===== src/rtl/axis_fifo_wr_arbiter_if.sv =====
// Bundles the two ingress AXI-Stream ports, the shared FIFO write port and
// the status outputs of axis_fifo_wr_arbiter.
interface axis_fifo_wr_arbiter_if #(
   parameter int DATA_WIDTH = 32,
   parameter int CNT_WIDTH  = 16
);
   logic [DATA_WIDTH-1:0] S0_TDATA_I;
   logic                  S0_TVALID_I;
   logic                  S0_TLAST_I;
   logic                  S0_TREADY_O;
   logic [DATA_WIDTH-1:0] S1_TDATA_I;
   logic                  S1_TVALID_I;
   logic                  S1_TLAST_I;
   logic                  S1_TREADY_O;
   logic                  FIFO_WR_EN_O;
   logic [DATA_WIDTH+1:0] FIFO_WR_DATA_O;
   logic                  FIFO_FULL_I;
   logic [1:0]            GRANT_O;
   logic [CNT_WIDTH-1:0]  PKT_CNT0_O;
   logic [CNT_WIDTH-1:0]  PKT_CNT1_O;

   // Arbiter side
   modport slave (
      input  S0_TDATA_I, S0_TVALID_I, S0_TLAST_I,
      input  S1_TDATA_I, S1_TVALID_I, S1_TLAST_I,
      input  FIFO_FULL_I,
      output S0_TREADY_O, S1_TREADY_O,
      output FIFO_WR_EN_O, FIFO_WR_DATA_O,
      output GRANT_O, PKT_CNT0_O, PKT_CNT1_O
   );

   // Environment side: sources, FIFO and status consumer
   modport master (
      output S0_TDATA_I, S0_TVALID_I, S0_TLAST_I,
      output S1_TDATA_I, S1_TVALID_I, S1_TLAST_I,
      output FIFO_FULL_I,
      input  S0_TREADY_O, S1_TREADY_O,
      input  FIFO_WR_EN_O, FIFO_WR_DATA_O,
      input  GRANT_O, PKT_CNT0_O, PKT_CNT1_O
   );
endinterface


===== src/rtl/axis_fifo_wr_arbiter.sv =====
// Packet-atomic round-robin arbiter sharing one FIFO write port between two
// AXI-Stream sources; stored words are tagged {TLAST, SRC_ID, TDATA}.
module axis_fifo_wr_arbiter #(
   parameter int DATA_WIDTH = 32,
   parameter int CNT_WIDTH  = 16
) (
   input logic CLK_I,
   input logic RST_I,
   axis_fifo_wr_arbiter_if.slave bus
);
   typedef enum logic [1:0] {
      IDLE = 2'd0,
      GNT0 = 2'd1,
      GNT1 = 2'd2
   } state_t;

   state_t                state_reg, state_next;
   logic                  prio_reg, prio_next;
   logic [1:0]            tvalid, tlast, done;
   logic [DATA_WIDTH-1:0] tdata [2];
   logic                  active, sel, rdy, xfer;

   assign tvalid   = {bus.S1_TVALID_I, bus.S0_TVALID_I};
   assign tlast    = {bus.S1_TLAST_I, bus.S0_TLAST_I};
   assign tdata[0] = bus.S0_TDATA_I;
   assign tdata[1] = bus.S1_TDATA_I;

   always_ff @(posedge CLK_I or posedge RST_I) begin
      if (RST_I) begin
         state_reg <= IDLE;
         prio_reg  <= 1'b0;
      end else begin
         state_reg <= state_next;
         prio_reg  <= prio_next;
      end
   end

   always_comb begin
      state_next = state_reg;
      prio_next  = prio_reg;
      active     = 1'b0;
      sel        = 1'b0;
      done       = 2'b00;
      case (state_reg)
         IDLE: begin
            // FIFO_FULL_I deliberately plays no part in choosing a winner
            if (&tvalid)        state_next = prio_reg ? GNT1 : GNT0;
            else if (tvalid[0]) state_next = GNT0;
            else if (tvalid[1]) state_next = GNT1;
         end
         GNT0: begin
            active = 1'b1;
            sel    = 1'b0;
         end
         GNT1: begin
            active = 1'b1;
            sel    = 1'b1;
         end
         default: state_next = IDLE;
      endcase

      rdy  = active && !bus.FIFO_FULL_I;
      xfer = rdy && tvalid[sel];
      if (xfer && tlast[sel]) begin
         state_next = IDLE;
         prio_next  = ~sel;
         done[sel]  = 1'b1;
      end

      bus.S0_TREADY_O    = rdy && !sel;
      bus.S1_TREADY_O    = rdy && sel;
      bus.FIFO_WR_EN_O   = xfer;
      bus.FIFO_WR_DATA_O = active ? {tlast[sel], sel, tdata[sel]} : '0;
      bus.GRANT_O        = {active && sel, active && !sel};
   end

   genvar gi;
   generate
      for (gi = 0; gi < 2; gi++) begin : g_cnt
         logic [CNT_WIDTH-1:0] cnt_reg;
         // Free-running wrap; a packet cut short by reset is never counted
         always_ff @(posedge CLK_I or posedge RST_I) begin
            if (RST_I)         cnt_reg <= '0;
            else if (done[gi]) cnt_reg <= cnt_reg + CNT_WIDTH'(1);
         end
      end
   endgenerate

   assign bus.PKT_CNT0_O = g_cnt[0].cnt_reg;
   assign bus.PKT_CNT1_O = g_cnt[1].cnt_reg;
endmodule


===== src/flat_wrapper.sv =====
// flat-port wrapper written by rule: the top's interface ports become plain ports
module axis_fifo_wr_arbiter_flat 
#(
   parameter int DATA_WIDTH = 32,
   parameter int CNT_WIDTH  = 16
)
  (CLK_I, RST_I, bus_S0_TDATA_I, bus_S0_TVALID_I, bus_S0_TLAST_I, bus_S1_TDATA_I, bus_S1_TVALID_I, bus_S1_TLAST_I, bus_FIFO_FULL_I, bus_S0_TREADY_O, bus_S1_TREADY_O, bus_FIFO_WR_EN_O, bus_FIFO_WR_DATA_O, bus_GRANT_O, bus_PKT_CNT0_O, bus_PKT_CNT1_O);
  axis_fifo_wr_arbiter_if #(.DATA_WIDTH(DATA_WIDTH), .CNT_WIDTH(CNT_WIDTH)) bus_i ();
  input logic CLK_I;
  input logic RST_I;
  input wire logic [$bits(bus_i.S0_TDATA_I)-1:0] bus_S0_TDATA_I;
  input wire logic [$bits(bus_i.S0_TVALID_I)-1:0] bus_S0_TVALID_I;
  input wire logic [$bits(bus_i.S0_TLAST_I)-1:0] bus_S0_TLAST_I;
  input wire logic [$bits(bus_i.S1_TDATA_I)-1:0] bus_S1_TDATA_I;
  input wire logic [$bits(bus_i.S1_TVALID_I)-1:0] bus_S1_TVALID_I;
  input wire logic [$bits(bus_i.S1_TLAST_I)-1:0] bus_S1_TLAST_I;
  input wire logic [$bits(bus_i.FIFO_FULL_I)-1:0] bus_FIFO_FULL_I;
  output wire logic [$bits(bus_i.S0_TREADY_O)-1:0] bus_S0_TREADY_O;
  output wire logic [$bits(bus_i.S1_TREADY_O)-1:0] bus_S1_TREADY_O;
  output wire logic [$bits(bus_i.FIFO_WR_EN_O)-1:0] bus_FIFO_WR_EN_O;
  output wire logic [$bits(bus_i.FIFO_WR_DATA_O)-1:0] bus_FIFO_WR_DATA_O;
  output wire logic [$bits(bus_i.GRANT_O)-1:0] bus_GRANT_O;
  output wire logic [$bits(bus_i.PKT_CNT0_O)-1:0] bus_PKT_CNT0_O;
  output wire logic [$bits(bus_i.PKT_CNT1_O)-1:0] bus_PKT_CNT1_O;
  assign bus_i.S0_TDATA_I = bus_S0_TDATA_I;
  assign bus_i.S0_TVALID_I = bus_S0_TVALID_I;
  assign bus_i.S0_TLAST_I = bus_S0_TLAST_I;
  assign bus_i.S1_TDATA_I = bus_S1_TDATA_I;
  assign bus_i.S1_TVALID_I = bus_S1_TVALID_I;
  assign bus_i.S1_TLAST_I = bus_S1_TLAST_I;
  assign bus_i.FIFO_FULL_I = bus_FIFO_FULL_I;
  assign bus_S0_TREADY_O = bus_i.S0_TREADY_O;
  assign bus_S1_TREADY_O = bus_i.S1_TREADY_O;
  assign bus_FIFO_WR_EN_O = bus_i.FIFO_WR_EN_O;
  assign bus_FIFO_WR_DATA_O = bus_i.FIFO_WR_DATA_O;
  assign bus_GRANT_O = bus_i.GRANT_O;
  assign bus_PKT_CNT0_O = bus_i.PKT_CNT0_O;
  assign bus_PKT_CNT1_O = bus_i.PKT_CNT1_O;
  axis_fifo_wr_arbiter #(.DATA_WIDTH(DATA_WIDTH), .CNT_WIDTH(CNT_WIDTH)) u_core (.CLK_I(CLK_I), .RST_I(RST_I), .bus(bus_i));
endmodule

===== config.mk =====
export PLATFORM = sky130hd
export DESIGN_NAME = axis_fifo_wr_arbiter_flat
export DESIGN_NICKNAME = d
export VERILOG_FILES = /design/src/rtl/axis_fifo_wr_arbiter_if.sv /design/src/rtl/axis_fifo_wr_arbiter.sv /design/src/flat_wrapper.sv
export SDC_FILE = /design/constraint.sdc
export NUM_CORES = 1
export LEC_CHECK = 0
export CAP_MARGIN = 20
export CELL_PAD_IN_SITES_DETAIL_PLACEMENT = 0
export CELL_PAD_IN_SITES_GLOBAL_PLACEMENT = 2
export CORE_UTILIZATION = 22
export CTS_CLUSTER_SIZE = 8
export DETAILED_ROUTE_END_ITERATION = 10
export GPL_TIMING_DRIVEN = 0
export PLACE_DENSITY = 0.85
export SLEW_MARGIN = 20
export SYNTH_ARGS = -nofsm -noshare
export SYNTH_HDL_FRONTEND = slang
export SYNTH_SLANG_ARGS = --single-unit

===== constraint.sdc =====
create_clock -name CLK_I -period 4.1 [get_ports CLK_I]
set_input_delay 0.82 -clock CLK_I [delete_from_list [all_inputs] [get_ports CLK_I]]
set_output_delay 0.82 -clock CLK_I [all_outputs]
set_load 0.03 [all_outputs]

==> results.sh, run 1 <==
export IMPL_critPathRequiredTime_ps=3280
export IMPL_end_kind="primary output"
export IMPL_ys_seq_elements=35
export IMPL_rsz0062_at_grt="no"
export IMPL_path_buf_inv=4
export IMPL_synth_largest_area_cell="dfrtp_1"
export IMPL_clkTransAtPathRegs_ps=70
export IMPL_hold_viol_final=0
export IMPL_rr_endpoint="u_core.bus.PKT_CNT1_O[15]"
export IMPL_synth_area_leaders="dfrtp_1 (39%), mux2i_1 (15%), nor2_1 (7.4%), xnor2_1 (5.9%), xor2_1 (5.9%)"
export IMPL_drv_cap=0
export IMPL_hold_depth=1
export IMPL_cts_tree="built"
export IMPL_critPathArrivalTime_ps=2620
export IMPL_clock_root_buffer="clkbuf_8"
export IMPL_cp_max_fo=10
export IMPL_antennaDiodeCount=0
export IMPL_cts_hold_buffers=0
export IMPL_grtUsageTotal=0.121
export IMPL_dieArea_um2=10600
export IMPL_cpPeakStageDelay_ps=690
export IMPL_fin_cells=510
export IMPL_skew_ps=5.68
export IMPL_hold_slack_ps=470
export IMPL_drtPass1Iterations=6
export IMPL_post_cts_setup_buffers=0
export IMPL_grt_antenna_before_repair=0
export IMPL_hp_start="u_core.bus.PKT_CNT1_O[15]"
export IMPL_clk_latency_ps=270
export IMPL_layout_drive_gt1_share=0.0557
export IMPL_critPathKind="flip-flop to primary output"
export IMPL_grt_start_max_net_pins=36
export IMPL_final_net_count=453
export IMPL_path_cells="inv_1 > ha_1 > clkinv_1 > clkbuf_1 > nor2_1 > clkdlybuf4s50_1"
export IMPL_fin_crit_ps=3440
export IMPL_r2r_slack_ps=1990
export IMPL_initial_utilization=0.228
export IMPL_power_density_nw_per_um2=533
export IMPL_syn_inst=228
export IMPL_cts_max_level=2
export IMPL_finalCritPeriodShare=0.840
export IMPL_synth_cell_area_um2=2240
export IMPL_totalWireLength_mm=6.75
export IMPL_max_freq_mhz=290
export IMPL_die_width_um=103
export IMPL_setup_viol=0
export IMPL_ys_types=31
export IMPL_cts_buffer_depth=2
export IMPL_synth_top_area_frac=0.391
export IMPL_die_y_um=103
export IMPL_hold_path_class="flip-flop to flip-flop"
export IMPL_worst_slew_pin_transition_ps=729
export IMPL_grt_pass1_vias=2070
export IMPL_rows=36
export IMPL_wl_per_cell_um=13.2
export IMPL_ant_nets=0
export IMPL_ir_drop_uv=314
export IMPL_crit_family="buffers and inverters"
export IMPL_status="completed"
export IMPL_reg2reg_from="u_core.state_reg[0]"
export IMPL_cp_start_kind="flip-flop"
export IMPL_setup_tns_ps=0
export IMPL_cp_slowest_cell="clkdlybuf4s50_1"
export IMPL_place_inst=502
export IMPL_cts_buffers_inserted=5
export IMPL_gp_congestion=0.738
export IMPL_io_pins=142
export IMPL_vias=2156
export IMPL_cts_repair_resized=0
export IMPL_max_slew_margin=0.513
export IMPL_drtIter0Drc=45
export IMPL_avgSynthCellArea_um2=9.82
export IMPL_syn_nets=305
export IMPL_port_buffers=141
export IMPL_slew_viol_final=0
export IMPL_worstRegToRegCells=7
export IMPL_path_depth=6
export IMPL_cts_sinks=35
export IMPL_synth_warnings=0
export IMPL_grt_ovfl_total=0
export IMPL_place_hpwl_mm=5.48
export IMPL_core_um2=9820
export IMPL_seq_area_frac_synth=0.391
export IMPL_holdPathEnd="u_core.bus.PKT_CNT1_O[15]"
export IMPL_via_per_inst=4.23
export IMPL_grt_pass1_wl_mm=10.0
export IMPL_leakage_nw=1.62
export IMPL_drc=0
export IMPL_area_delta_synth_final_pct=74.1
Yosys cell counts:
cell	number
a21oi_1	1
a32o_1	4
and2_1	1
and2_2	1
and4_1	5
and4bb_2	1
buf_2	3
buf_4	1
buf_6	1
clkbuf_1	3
clkinv_1	1
dfrtp_1	35
ha_1	6
inv_1	7
mux2_2	3
mux2i_1	33
mux2i_4	1
nand2_1	15
nand2b_1	3
nand3_1	12
nand4_1	6
nand4b_1	1
nor2_1	44
nor3_1	3
nor3_4	1
nor3b_1	1
nor4_1	2
nor4_4	2
nor4b_1	1
xnor2_1	15
xor2_1	15
metal layers:
metal / vias up / wire [µm] / global-route usage
met1: 1021 / 3100 / 0.169
li1: 1079 / - / -
met5: - / 0 / 0
met3: 2 / 261 / 0.0264
met4: 0 / 13 / 0.0163
met2: 54 / 3380 / 0.196
placed cells by master, fill, tap and decap left out, drive strengths merged:
cell / n
clkdlybuf4s50: 141
nor2: 44
dfrtp: 35
mux2i: 34
nand2: 15
xnor2: 15
xor2: 15
nand3: 12
clkbuf: 10
inv: 7
nand4: 6
ha: 6
and4: 5
buf: 5
a32o: 4
nor3: 4
nor4: 4
nand2b: 3
mux2: 3
clkinv: 2
and2: 2
nand4b: 1
and4bb: 1
a21oi: 1
nor3b: 1
nor4b: 1
power breakdown:
group          switching [mW]  internal, mW  total (mW)
logic                   0.826         0.600        1.43
registers              0.0397         0.380       0.419
clock network           0.115         0.119       0.234
total                   0.981          1.10        2.08
cells by family after synthesis:
kind of cell / count (synthesis) / synth area share
adder cells (fa/ha/maj): 6 / 0.0335
multiplexers: 37 / 0.173
AND/OR/NAND/NOR: 99 / 0.232
AO/OA/AOI/OAI: 5 / 0.0201
XOR/XNOR: 30 / 0.117
buffers and inverters: 16 / 0.0335
flip-flops: 35 / 0.391
how the worst max path moves through the flow:
stage | start | endpoint | slack, ps
global route | u_core.state_reg[1] | bus_FIFO_WR_DATA_O[24] | 450
detailed placement | bus_FIFO_FULL_I | bus_FIFO_WR_EN_O | 700
finish | u_core.state_reg[1] | bus_FIFO_WR_DATA_O[14] | 660
CTS | u_core.state_reg[1] | bus_FIFO_WR_DATA_O[30] | 630
global placement | bus_FIFO_FULL_I | bus_FIFO_WR_EN_O | 710
floorplan | u_core.state_reg[0] | bus_FIFO_WR_DATA_O[10] | 1450
area by class of cell:
class	count	area (µm²)
Sequential cell	35	876
Tap cell	133	166
Timing Repair Buffer	141	1410
Clock inverter	1	5.00
Clock buffer	7	76.3
Multi-Input combinational cell	177	1290
Buffer	8	45.0
Inverter	8	30.0
Fill cell	1032	5920
through the flow:
step	total power [mW]	area, µm²	utilization	setup WS [ps]
2_1_floorplan	1.29	2240	-	1450
3_3_place_gp	1.86	3820	0.389	707
6_report	2.08	3900	0.397	658
5_1_grt	2.21	3900	0.397	448
4_1_cts	2.12	3900	0.397	625
3_5_place_dp	1.87	3820	0.389	697
No activity file was read; power rests on OpenSTA's default activity.
==> run 2, diff against run 1 <==
Settings changed: CORE_UTILIZATION 22 to 18, PLACE_DENSITY 0.85 to 0.74.
Clock period 4.1 ns to 2.86 ns, I/O delays scaled along.
==> run 2 against run 1 <==
Largest cell class unchanged; design area rose by 0.55%; non-clock buffer count increased by 1; worst hold slack better by 1.4 ps; first-iteration DRC count is 62% higher; clock skew hardly changed; critical path type unchanged; sequential cell count unchanged; sequential share of layout area decreased by 0.12 points.
==> results.sh, run 2 (synthesis results as in run 1) <==
export IMPL_final_common_cell="clkdlybuf4s50_1"
export IMPL_cts_tree="built"
export IMPL_clk_latency_ps=270
export IMPL_fin_crit_ps=2750
export IMPL_port_buffers=141
export IMPL_drc=0
export IMPL_ant_nets=0
export IMPL_cts_max_level=2
export IMPL_skew_ps=5.31
export IMPL_max_freq_mhz=364
export IMPL_layout_drive_gt1_share=0.130
export IMPL_drtPass1Iterations=3
export IMPL_dieArea_um2=12900
export IMPL_leakage_nw=1.76
export IMPL_postPlaceCellArea_um2=3880
export IMPL_totalWireLength_mm=7.16
export IMPL_power_mw=3.02
export IMPL_gp_congestion=0.769
export IMPL_drv_cap=0
export IMPL_fillers=1262
export IMPL_max_slew_margin=0.702
export IMPL_grtUsageTotal=0.108
export IMPL_rows=40
export IMPL_worst_slew_pin_transition_ps=437
export IMPL_slew_viol_final=0
export IMPL_critPathRequiredTime_ps=2290
export IMPL_worst_slack_ps=115
export IMPL_clock_root_buffer="clkbuf_16"
export IMPL_cts_repair_resized=37
export IMPL_rsz0062_at_grt="yes"
export IMPL_cts_sinks=35
export IMPL_cp_max_fo=10
export IMPL_critPathKind="flip-flop to primary output"
export IMPL_cp_start_kind="flip-flop"
export IMPL_grt_pass1_wl_mm=10.8
export IMPL_wl_per_cell_um=13.1
export IMPL_grt_pass1_vias=2080
export IMPL_place_hpwl_mm=5.80
export IMPL_cts_hold_buffers=0
export IMPL_cts_buffers_inserted=5
export IMPL_end_kind="primary output"
export IMPL_grt_start_max_net_pins=33
export IMPL_hold_depth=1
export IMPL_finalCritPeriodShare=0.960
export IMPL_via_per_inst=3.92
export IMPL_critPathArrivalTime_ps=2170
export IMPL_initial_utilization=0.186
export IMPL_area_delta_synth_final_pct=75.0
export IMPL_status="completed"
export IMPL_drtIter0Drc=73
export IMPL_hold_path_class="flip-flop to flip-flop"
export IMPL_grt_ovfl_total=0
export IMPL_setup_tns_ps=0
export IMPL_clkTransAtPathRegs_ps=50
export IMPL_final_net_count=454
export IMPL_die_width_um=114
export IMPL_worstRegToRegCells=7
export IMPL_io_pins=142
export IMPL_stdcell_area_um2=3920
export IMPL_core_um2=12100
export IMPL_post_cts_setup_buffers=0
export IMPL_antennaDiodeCount=0
export IMPL_ir_drop_uv=324
export IMPL_vias=2143
export IMPL_hold_viol_final=0
export IMPL_cts_buffer_depth=2
export IMPL_setup_viol=0
export IMPL_grt_antenna_before_repair=0
export IMPL_die_y_um=114
export IMPL_power_density_nw_per_um2=772
export IMPL_place_ws_ps=-54.4
export IMPL_final_cell_mix="clkdlybuf4s50_1 (105), nor2_1 (44), dfrtp_1 (35)"
-- run 2: changes by cell type in the layout (fill, tap and decap cells not counted), moves of 3 or more --
| cell | delta |
|---|---|
| clkbuf_16 | +5 |
| clkbuf_2 | +25 |
| clkbuf_8 | -3 |
| clkdlybuf4s50_1 | -36 |
| dlygate4sd2_1 | +8 |
-- run 2: layout make-up --
cell class                 count  area (µm²)  share of cell area
tap                          168         210              0.0536
multi-input combinational    177        1290               0.329
buffer                         8        51.3              0.0131
clock buffer                   8         156              0.0399
sequential                    35         876               0.223
inverter                       8        31.3             0.00798
timing repair buffer         142        1310               0.333
-- run 2: power by group --
part / leakage, nW / switching, mW / internal [mW] / total, mW
logic: 1.21 / 1.19 / 0.676 / 1.86
clock network: 0.0772 / 0.191 / 0.371 / 0.561
registers: 0.467 / 0.0567 / 0.545 / 0.602
total: 1.76 / 1.43 / 1.59 / 3.02
-- run 2: path summary, 6_finish.rpt --
kind	startpoint	endpoint	slack (ps)
worst max-delay path	u_core.state_reg[1]	bus_FIFO_WR_DATA_O[15]	110
worst min-delay path	u_core.bus.PKT_CNT1_O[15]	u_core.bus.PKT_CNT1_O[15]	470
worst max register to register	u_core.state_reg[0]	u_core.bus.PKT_CNT1_O[15]	770
worst min register to register	u_core.bus.PKT_CNT1_O[15]	u_core.bus.PKT_CNT1_O[15]	470
max in group asynchronous	RST_I	u_core.bus.PKT_CNT1_O[12]	2000
min in group asynchronous	RST_I	u_core.bus.PKT_CNT0_O[15]	480
-- run 2: metal layers --
metal  up-vias  wire [µm]  track usage  part of all wire
li1       1081          -            -                 -
met1       996       3120        0.138              0.43
met2        58       3600        0.177              0.50
met3         8        361       0.0287             0.050
met4         0         83       0.0325             0.012
met5         -          0            0                 0
-- run 2: worst max-delay path: stages (launching register included) --
cell and delay [ps]:
dfrtp_1 410, inv_1 80, ha_1 400, clkinv_2 180, clkbuf_1 270, nor2_1 150
dlygate4sd2_1 400
-- run 2: through the flow --
| stage | cells | util | hold WS, ps |
|---|---|---|---|
| after global routing | 546 | 0.325 | 478 |
| after detailed placement | 538 | 0.322 | 462 |
| after CTS | 546 | 0.332 | 473 |
| final | 546 | 0.325 | 472 |
| after floorplan | 228 | - | 518 |
| after global placement | 537 | 0.320 | 458 |
